### config.mk
export PLATFORM = sky130hd
export DESIGN_NAME = fir_stream_ctrl_flat
export DESIGN_NICKNAME = d
export VERILOG_FILES = /design/src/rtl/fir_ctrl_pkg.sv /design/src/rtl/fir_stream_ctrl_if.sv /design/src/rtl/fir_skid_reg.sv /design/src/rtl/fir_stream_ctrl.sv /design/src/flat_wrapper.sv
export SDC_FILE = /design/constraint.sdc
export NUM_CORES = 1
export LEC_CHECK = 0
export BUFFER_PORTS_ARGS = -buffer_cell sky130_fd_sc_hd__buf_2
export CORE_MARGIN = 2
export CORE_UTILIZATION = 50
export DETAILED_ROUTE_END_ITERATION = 8
export PLACE_DENSITY = 0.81
export SYNTH_ARGS = -nofsm -noshare
export SYNTH_HDL_FRONTEND = slang
export SYNTH_HIERARCHICAL = 1
export SYNTH_SLANG_ARGS = --single-unit
### constraint.sdc
create_clock -name wb_clk_i -period 6.05 [get_ports wb_clk_i]
set_input_delay 0.3025 -clock wb_clk_i [delete_from_list [all_inputs] [get_ports wb_clk_i]]
set_output_delay 0.3025 -clock wb_clk_i [all_outputs]
set_load 0.02 [all_outputs]
### src/rtl/fir_ctrl_pkg.sv
// fir_ctrl_pkg: register offsets, STATUS bit positions, FSM encoding and reset
// constants shared by the FIR stream controller and its bench.
// Latency: n/a (declarations only).  Backpressure: n/a.
package fir_ctrl_pkg;

  // Upper address bits that select this block on the Wishbone bus.
  localparam logic [11:0] WB_BASE_HI = 12'h300;

  // Register offsets (adr[7:0]).
  localparam logic [7:0] ADR_X      = 8'h80;
  localparam logic [7:0] ADR_Y      = 8'h88;
  localparam logic [7:0] ADR_STATUS = 8'h8C;
  localparam logic [7:0] ADR_LEN    = 8'h90;

  // STATUS bit positions.
  localparam int ST_X_EMPTY = 0;
  localparam int ST_Y_FULL  = 1;
  localparam int ST_BUSY    = 2;
  localparam int ST_DONE    = 3;
  localparam int ST_ERR     = 4;

  // Block length after reset.
  localparam int LEN_RESET = 64;

  typedef enum logic [1:0] {
    S_IDLE = 2'd0,
    S_RUN  = 2'd1,
    S_DONE = 2'd2
  } fir_state_t;

  // True for the four offsets this block answers to.
  function automatic logic is_reg_offset(input logic [7:0] off);
    return (off == ADR_X) || (off == ADR_Y) || (off == ADR_STATUS) || (off == ADR_LEN);
  endfunction

endpackage

### src/rtl/fir_stream_ctrl_if.sv
// fir_stream_ctrl_if: Wishbone slave bus plus the X (to FIR) and Y (from FIR)
// AXI-stream style channels of the FIR stream controller.
// Latency: n/a (wires only).  Backpressure: carried by ss_tready / sm_tready.
// Ports: wbs_* Wishbone, ss_* X stream out of the controller, sm_* Y stream in.
// Modport slave is the controller's view, master is the environment's view.
interface fir_stream_ctrl_if #(
  parameter int BITS = 32
);
  logic            wbs_stb_i;
  logic            wbs_cyc_i;
  logic            wbs_we_i;
  logic [3:0]      wbs_sel_i;
  logic [31:0]     wbs_adr_i;
  logic [BITS-1:0] wbs_dat_i;
  logic            wbs_ack_o;
  logic [BITS-1:0] wbs_dat_o;

  logic            ss_tvalid;
  logic            ss_tlast;
  logic [BITS-1:0] ss_tdata;
  logic            ss_tready;

  logic            sm_tvalid;
  logic            sm_tlast;
  logic [BITS-1:0] sm_tdata;
  logic            sm_tready;

  modport slave (
    input  wbs_stb_i, wbs_cyc_i, wbs_we_i, wbs_sel_i, wbs_adr_i, wbs_dat_i,
    output wbs_ack_o, wbs_dat_o,
    output ss_tvalid, ss_tlast, ss_tdata,
    input  ss_tready,
    input  sm_tvalid, sm_tlast, sm_tdata,
    output sm_tready
  );

  modport master (
    output wbs_stb_i, wbs_cyc_i, wbs_we_i, wbs_sel_i, wbs_adr_i, wbs_dat_i,
    input  wbs_ack_o, wbs_dat_o,
    input  ss_tvalid, ss_tlast, ss_tdata,
    output ss_tready,
    output sm_tvalid, sm_tlast, sm_tdata,
    input  sm_tready
  );
endinterface

### src/rtl/fir_skid_reg.sv
// fir_skid_reg: one-entry valid/ready holding register.
// Latency: out_vld rises one cycle after the input handshake.
// Backpressure: in_rdy = !full, so a fill and a drain never share a cycle.
// Ports: clk/rst, in_vld/in_dat/in_rdy upstream, out_vld/out_dat/out_rdy downstream.
module fir_skid_reg #(
  parameter int W = 32
) (
  input  logic         clk,
  input  logic         rst,
  input  logic         in_vld,
  input  logic [W-1:0] in_dat,
  output logic         in_rdy,
  output logic         out_vld,
  output logic [W-1:0] out_dat,
  input  logic         out_rdy
);
  logic         full_q;
  logic [W-1:0] dat_q;

  assign in_rdy  = !full_q;
  assign out_vld = full_q;
  assign out_dat = dat_q;

  always_ff @(posedge clk) begin
    if (rst) begin
      full_q <= 1'b0;
      dat_q  <= '0;
    end else if (in_vld && in_rdy) begin
      full_q <= 1'b1;
      dat_q  <= in_dat;
    end else if (full_q && out_rdy) begin
      full_q <= 1'b0;
    end
  end
endmodule

### src/rtl/fir_stream_ctrl.sv
// fir_stream_ctrl: Wishbone-mapped feeder for a streaming FIR; X words written
// by the host go out on ss_*, Y words from the FIR are read back from Y.
// Latency: STATUS/LEN ack 1 cycle after decode, X ack 2 cycles, Y ack 1 cycle
// once data is buffered. Backpressure: a full X or empty Y stalls the Wishbone
// access until it can complete or TIMEOUT cycles expire (forced ack, err set).
// Ports: wb_clk_i/wb_rst_i, bus (Wishbone + ss/sm streams), done_irq pulse.
module fir_stream_ctrl
  import fir_ctrl_pkg::*;
#(
  parameter int BITS    = 32,
  parameter int LEN_W   = 16,
  parameter int TIMEOUT = 255
) (
  input  logic              wb_clk_i,
  input  logic              wb_rst_i,
  fir_stream_ctrl_if.slave  bus,
  output logic              done_irq
);
  localparam int TO_W = (TIMEOUT < 2) ? 1 : $clog2(TIMEOUT + 1);

  fir_state_t       state_q, state_d;
  logic [LEN_W-1:0] len_q, x_cnt, y_cnt;
  logic             err_q;
  logic             ack_q;
  logic [BITS-1:0]  dat_q;
  logic             x_ack_pend;
  logic [TO_W-1:0]  to_cnt;

  // Decode. A new access is not taken while an ack is pending or showing, so
  // a master that keeps stb up across the ack never sees two acks in a row.
  logic [7:0] off;
  logic       hit, req, we;
  assign off = bus.wbs_adr_i[7:0];
  assign we  = bus.wbs_we_i;
  assign hit = bus.wbs_stb_i && bus.wbs_cyc_i &&
               (bus.wbs_adr_i[31:20] == WB_BASE_HI) && is_reg_offset(off);
  assign req = hit && !ack_q && !x_ack_pend;

  // Byte selects and the middle address bits play no part in decode.
  logic unused_ok;
  assign unused_ok = &{1'b0, bus.wbs_sel_i, bus.wbs_adr_i[19:8]};

  logic x_wr, y_rd, st_rd, len_acc, odd_acc;
  assign x_wr    = req &&  we && (off == ADR_X);
  assign y_rd    = req && !we && (off == ADR_Y);
  assign st_rd   = req && !we && (off == ADR_STATUS);
  assign len_acc = req && (off == ADR_LEN);
  // Reads of X and writes to Y/STATUS complete immediately with no effect.
  assign odd_acc = req && !x_wr && !y_rd && !st_rd && !len_acc;

  logic             run;
  logic [LEN_W-1:0] len_eff, len_last, x_idx;
  assign run      = (state_q == S_RUN);
  assign len_eff  = (len_q == '0) ? LEN_W'(1) : len_q;
  assign len_last = len_eff - LEN_W'(1);

  // Outside RUN an X capture restarts the block, so its beat index is 0 and
  // the length limit does not apply.
  logic x_rdy, x_full, x_ok, x_cap, x_start, x_last;
  assign x_idx   = run ? x_cnt : '0;
  assign x_last  = (x_idx == len_last);
  assign x_ok    = x_rdy && (!run || (x_cnt < len_eff));
  assign x_cap   = x_wr && x_ok;
  assign x_start = x_cap && !run;

  logic [BITS:0] x_out;
  fir_skid_reg #(.W(BITS + 1)) u_x_reg (
    .clk     (wb_clk_i),
    .rst     (wb_rst_i),
    .in_vld  (x_cap),
    .in_dat  ({x_last, bus.wbs_dat_i}),
    .in_rdy  (x_rdy),
    .out_vld (x_full),
    .out_dat (x_out),
    .out_rdy (bus.ss_tready)
  );
  assign bus.ss_tvalid = x_full;
  assign {bus.ss_tlast, bus.ss_tdata} = x_out;

  logic            y_full, y_pop, y_cap, y_last;
  logic [BITS-1:0] y_dat;
  assign y_pop  = y_rd && y_full;
  assign y_cap  = bus.sm_tvalid && bus.sm_tready;
  assign y_last = y_cap && run && ((y_cnt == len_last) || bus.sm_tlast);

  fir_skid_reg #(.W(BITS)) u_y_reg (
    .clk     (wb_clk_i),
    .rst     (wb_rst_i),
    .in_vld  (bus.sm_tvalid),
    .in_dat  (bus.sm_tdata),
    .in_rdy  (bus.sm_tready),
    .out_vld (y_full),
    .out_dat (y_dat),
    .out_rdy (y_pop)
  );

  // Stall timer: counts consecutive stalled cycles of the current access and
  // fires on the TIMEOUT-th one. Dropping stb ends the stall and rearms it.
  logic stall, force_ack;
  assign stall     = (x_wr && !x_ok) || (y_rd && !y_full);
  assign force_ack = stall && (to_cnt == TO_W'(TIMEOUT - 1));

  logic [BITS-1:0] status_w;
  always_comb begin
    status_w             = '0;
    status_w[ST_X_EMPTY] = !x_full;
    status_w[ST_Y_FULL]  = y_full;
    status_w[ST_BUSY]    = (state_q == S_RUN);
    status_w[ST_DONE]    = (state_q == S_DONE);
    status_w[ST_ERR]     = err_q;
  end

  always_comb begin
    state_d = state_q;
    case (state_q)
      S_IDLE: if (x_cap) state_d = S_RUN;
      S_RUN:  if (y_last) state_d = S_DONE;
      S_DONE: begin
        if (x_cap)      state_d = S_RUN;
        else if (st_rd) state_d = S_IDLE;
      end
      default: state_d = S_IDLE;
    endcase
  end

  always_ff @(posedge wb_clk_i) begin
    if (wb_rst_i) state_q <= S_IDLE;
    else          state_q <= state_d;
  end

  always_ff @(posedge wb_clk_i) begin
    if (wb_rst_i) begin
      ack_q      <= 1'b0;
      dat_q      <= '0;
      x_ack_pend <= 1'b0;
      to_cnt     <= '0;
      err_q      <= 1'b0;
      len_q      <= LEN_W'(LEN_RESET);
      x_cnt      <= '0;
      y_cnt      <= '0;
      done_irq   <= 1'b0;
    end else begin
      ack_q      <= x_ack_pend || y_pop || st_rd || len_acc || odd_acc || force_ack;
      x_ack_pend <= x_cap;
      done_irq   <= y_last;

      // Read data is zero except in the ack cycle; a forced ack returns 0.
      dat_q <= '0;
      if (y_pop)             dat_q <= y_dat;
      if (st_rd)             dat_q <= status_w;
      if (len_acc && !we)    dat_q <= BITS'(len_q);
      if (len_acc && we && !run) len_q <= bus.wbs_dat_i[LEN_W-1:0];

      to_cnt <= (stall && !force_ack) ? to_cnt + TO_W'(1) : '0;

      // Set wins over the STATUS-read clear.
      if (force_ack)  err_q <= 1'b1;
      else if (st_rd) err_q <= 1'b0;

      if (x_start)    x_cnt <= LEN_W'(1);
      else if (x_cap) x_cnt <= x_cnt + LEN_W'(1);

      if (x_start)    y_cnt <= '0;
      else if (y_cap) y_cnt <= y_cnt + LEN_W'(1);
    end
  end

  assign bus.wbs_ack_o = ack_q;
  assign bus.wbs_dat_o = dat_q;
endmodule

### src/flat_wrapper.sv
// flat-port wrapper written by rule: the top's interface ports become plain ports
module fir_stream_ctrl_flat import fir_ctrl_pkg::*;
#(
  parameter int BITS    = 32,
  parameter int LEN_W   = 16,
  parameter int TIMEOUT = 255
)
  (wb_clk_i, wb_rst_i, done_irq, bus_wbs_stb_i, bus_wbs_cyc_i, bus_wbs_we_i, bus_wbs_sel_i, bus_wbs_adr_i, bus_wbs_dat_i, bus_wbs_ack_o, bus_wbs_dat_o, bus_ss_tvalid, bus_ss_tlast, bus_ss_tdata, bus_ss_tready, bus_sm_tvalid, bus_sm_tlast, bus_sm_tdata, bus_sm_tready);
  fir_stream_ctrl_if #(.BITS(BITS)) bus_i ();
  input  logic wb_clk_i;
  input  logic wb_rst_i;
  output logic done_irq;
  input wire logic [$bits(bus_i.wbs_stb_i)-1:0] bus_wbs_stb_i;
  input wire logic [$bits(bus_i.wbs_cyc_i)-1:0] bus_wbs_cyc_i;
  input wire logic [$bits(bus_i.wbs_we_i)-1:0] bus_wbs_we_i;
  input wire logic [$bits(bus_i.wbs_sel_i)-1:0] bus_wbs_sel_i;
  input wire logic [$bits(bus_i.wbs_adr_i)-1:0] bus_wbs_adr_i;
  input wire logic [$bits(bus_i.wbs_dat_i)-1:0] bus_wbs_dat_i;
  output wire logic [$bits(bus_i.wbs_ack_o)-1:0] bus_wbs_ack_o;
  output wire logic [$bits(bus_i.wbs_dat_o)-1:0] bus_wbs_dat_o;
  output wire logic [$bits(bus_i.ss_tvalid)-1:0] bus_ss_tvalid;
  output wire logic [$bits(bus_i.ss_tlast)-1:0] bus_ss_tlast;
  output wire logic [$bits(bus_i.ss_tdata)-1:0] bus_ss_tdata;
  input wire logic [$bits(bus_i.ss_tready)-1:0] bus_ss_tready;
  input wire logic [$bits(bus_i.sm_tvalid)-1:0] bus_sm_tvalid;
  input wire logic [$bits(bus_i.sm_tlast)-1:0] bus_sm_tlast;
  input wire logic [$bits(bus_i.sm_tdata)-1:0] bus_sm_tdata;
  output wire logic [$bits(bus_i.sm_tready)-1:0] bus_sm_tready;
  assign bus_i.wbs_stb_i = bus_wbs_stb_i;
  assign bus_i.wbs_cyc_i = bus_wbs_cyc_i;
  assign bus_i.wbs_we_i = bus_wbs_we_i;
  assign bus_i.wbs_sel_i = bus_wbs_sel_i;
  assign bus_i.wbs_adr_i = bus_wbs_adr_i;
  assign bus_i.wbs_dat_i = bus_wbs_dat_i;
  assign bus_wbs_ack_o = bus_i.wbs_ack_o;
  assign bus_wbs_dat_o = bus_i.wbs_dat_o;
  assign bus_ss_tvalid = bus_i.ss_tvalid;
  assign bus_ss_tlast = bus_i.ss_tlast;
  assign bus_ss_tdata = bus_i.ss_tdata;
  assign bus_i.ss_tready = bus_ss_tready;
  assign bus_i.sm_tvalid = bus_sm_tvalid;
  assign bus_i.sm_tlast = bus_sm_tlast;
  assign bus_i.sm_tdata = bus_sm_tdata;
  assign bus_sm_tready = bus_i.sm_tready;
  fir_stream_ctrl #(.BITS(BITS), .LEN_W(LEN_W), .TIMEOUT(TIMEOUT)) u_core (.wb_clk_i(wb_clk_i), .wb_rst_i(wb_rst_i), .bus(bus_i), .done_irq(done_irq));
endmodule
==> results.cfg <==
[run_status]
status = completed

[flow_run]
drv_cap = 0

[floorplanning]
start_util_pct = 51.55
num_rows = 47
core_region_area_mm2 = 0.01670
ios = 177
dieArea_mm2 = 0.01828
die-width_um = 135.2
die_h_um = 135.2

[sta]
period_needed_ns = 4.485
grt_setup_unrepaired = no
tightest_slew_ns = 0.9976
skew_ns = 0.01175
fin_setup_tns_ns = 0
maxSlewHeadroom_pct = 33.35
setup_viol = 0
clock.fmax_mhz = 223.0
report.final.hold_viol_count = 0
period_share_pct = 74.13
slew_viol_final = 0

[critical_path]
cp_top_family = compound AO/OA/AOI/OAI gates
reg2reg_depth = 10
worst-path-stages = 10
crit_type = reg -> reg
slowest_stage = nor2b_4
cp-end-kind = flip-flop
path_buf_inv = 2
cp_max_fo = 35
path_cells = inv_1, ha_1, and4_1, a221o_1, a2111oi_0, a21oi_1, nor2_2, buf_4, nor2b_4, o21ai_0
cp.arrival_ns = 4.75
cp-start-kind = flip-flop
slowest_delay_ns = 0.88
worst_ep_required_time_ns = 6.32

[clock_network]
ctsResizeCount = 0
cts_buffers = 17
htree_num_levels = 4
cts_tree = done
cts-root-buf = clkbuf_16
insertion_delay_ns = 0.43
clkSinkCount = 161
cts_buffer_depth = 2
clk_pin_slew_ns = 0.07
cts_setup_buffers = 0
hold_buffers = 0

[yosys]
synth_common_cells = dfxtp_1, nand2_1, nor2_1
yosysMostFrequentCell = dfxtp_1
synth_top_area_share_pct = 37.44
async_flop_share_pct = 0
syn_nets = 1104
ys.flop_type = dfxtp_1
seq_area_frac_synth_pct = 37.44
yosys-top-cells-area = dfxtp_1, nand4bb_1, nand2b_1, nand2_1, o21ai_2
syn_area_per_cell_um2 = 8.821
synth_area_mm2 = 0.008610
ys_seq_elements = 161
yosys.area.top_type = dfxtp_1
syn_inst = 976
synthDistinctLibCells = 76
synth-edff-count = 0
ys_warn_count = 6

[hold_path]
hold_path_class = in -> reg
hold_path_depth = 2

[finish]
multiInputGateArea_mm2 = 0.004908
fin_nets = 1218
num_antenna_cells = 0
nFillCells = 1519
drive_gt1_share_pct = 23.23
final_util_pct = 59.45
ff_latch_area_mm2 = 0.003223
syn2layout_area_growth_pct = 15.32

[global_routing]
antenna_found_initial = 0
met1_usage_pct = 33.10
grt_util_all_layers_pct = 24.80
grt_pass1_wl_um = 36270
use_met2_pct = 39.14
busiest_layer = met2
first_global_vias = 7155
grtUsageMet3_pct = 6.322
gr-total-overflow = 0
grt_max_degree = 101

[route]
viasPerCell = 5.856
postRouteAntennaNets = 0
vias = 7741
drt_iter0_markers = 547
first_pass_iters = 6
routed_wl_um = 22960
avgRoutedWirePerCell_um = 17.36
route.detailed.drc = 0

[pwr]
ir_drop_v = 0.0001927
leakage_nw = 3.780
powerDensity_mw_per_mm2 = 222.8

[placement]
port-buffer-count = 160
dp_hpwl_um = 16060
gp_congestion = 0.9965
worst reg2reg max path, stage by stage, from the launching register on:
cell and delay [ns]:
dfxtp_1 0.50, inv_1 0.16, ha_1 0.33, and4_1 0.19
a221o_1 0.38, a2111oi_0 0.81, a21oi_1 0.31, nor2_2 0.15
buf_4 0.35, nor2b_4 0.90, o21ai_0 0.24
logic make-up (layout without fill, tap and decap cells):
logic type | count (synthesis) | count (layout) | share of synthesized area [%]
muxes | 14 | 14 | 1.671
adders and majority gates | 20 | 20 | 2.907
buffers and inverters | 99 | 225 | 5.581
xor gates and xnor gates | 46 | 46 | 4.680
and+or+nand+nor | 445 | 445 | 32.09
AOI/OAI and AO/OA | 191 | 191 | 15.64
DFF | 161 | 161 | 37.44
worst paths after layout:
| kind | end | slack [ns] | from |
|---|---|---|---|
| setup / recovery | u_core/u_x_reg/out_dat[29] | 1.57 | u_core/len_q[6] |
| hold / removal | u_core/u_x_reg/out_vld | 0.06 | bus_ss_tready |
| setup reg to reg | u_core/u_x_reg/out_dat[29] | 1.57 | u_core/len_q[6] |
| hold reg to reg | u_core/bus.wbs_dat_o[21] | 0.46 | u_core/u_y_reg/out_dat[21] |
cell type report:
| class | instances | area share (%) |
|---|---|---|
| Timing Repair Buffer | 170 | 8.847 |
| Clock buffer | 17 | 4.285 |
| Inverter | 24 | 0.9074 |
| Clock inverter | 14 | 1.285 |
| Sequential cell | 161 | 32.46 |
| Multi-Input combinational cell | 716 | 49.44 |
| Tap cell | 220 | 2.773 |
per-layer routing:
metal,up-vias,wire (µm)
met4,0,535
met3,45,1794
met5,-,0
met1,3633,9965
li1,3752,-
met2,311,10660
power breakdown:
part | internal (mW) | switching (mW)
Combinational | 0.0561 | 0.0618
Clock | 0.537 | 0.473
Sequential | 1.07 | 0.00953
Total | 1.67 | 0.545
layout by cell type, fill, tap and decap left out, drive strengths merged, types with 13 or more instances in the layout:
master and count:
nand2 81, and2 17, ha 20, nand3 28
nand4 20, clkbuf 17, dfxtp 161, o21ai 81
nor2 73, or4 13, nand2b 69, xnor2 28
nand4bb 65, nor3 23, buf 170, xor2 18
inv 29, a21oi 36
sequential cells by signal, indices dropped and copies added, names as in the netlist:
register / cells
u_core/done_irq: 1
u_core/state_q: 2
u_core/len_q: 16
u_core/bus.wbs_ack_o: 1
u_core/bus.wbs_dat_o: 32
u_core/y_cnt: 16
u_core/u_x_reg/out_dat: 33
u_core/u_y_reg/out_vld: 1
u_core/x_ack_pend: 1
u_core/err_q: 1
u_core/to_cnt: 8
u_core/x_cnt: 16
u_core/u_y_reg/out_dat: 32
u_core/u_x_reg/out_vld: 1
stage by stage:
step           total power [mW]  instance area, µm²  hold WS [ns]  std cells  setup WS, ns
3_5_place_dp              1.224                9375        0.4425       1291         1.575
4_1_cts                   2.227                9928       0.04275       1322         1.551
6_report                  2.212                9928       0.06043       1322         1.565
2_1_floorplan             1.180                8610        0.4008        976         2.645
3_3_place_gp              1.221                9375        0.4356       1291         1.708
5_1_grt                   2.284                9928       0.05200       1322         1.218
Note: power is estimated with default switching activity, not from simulation.
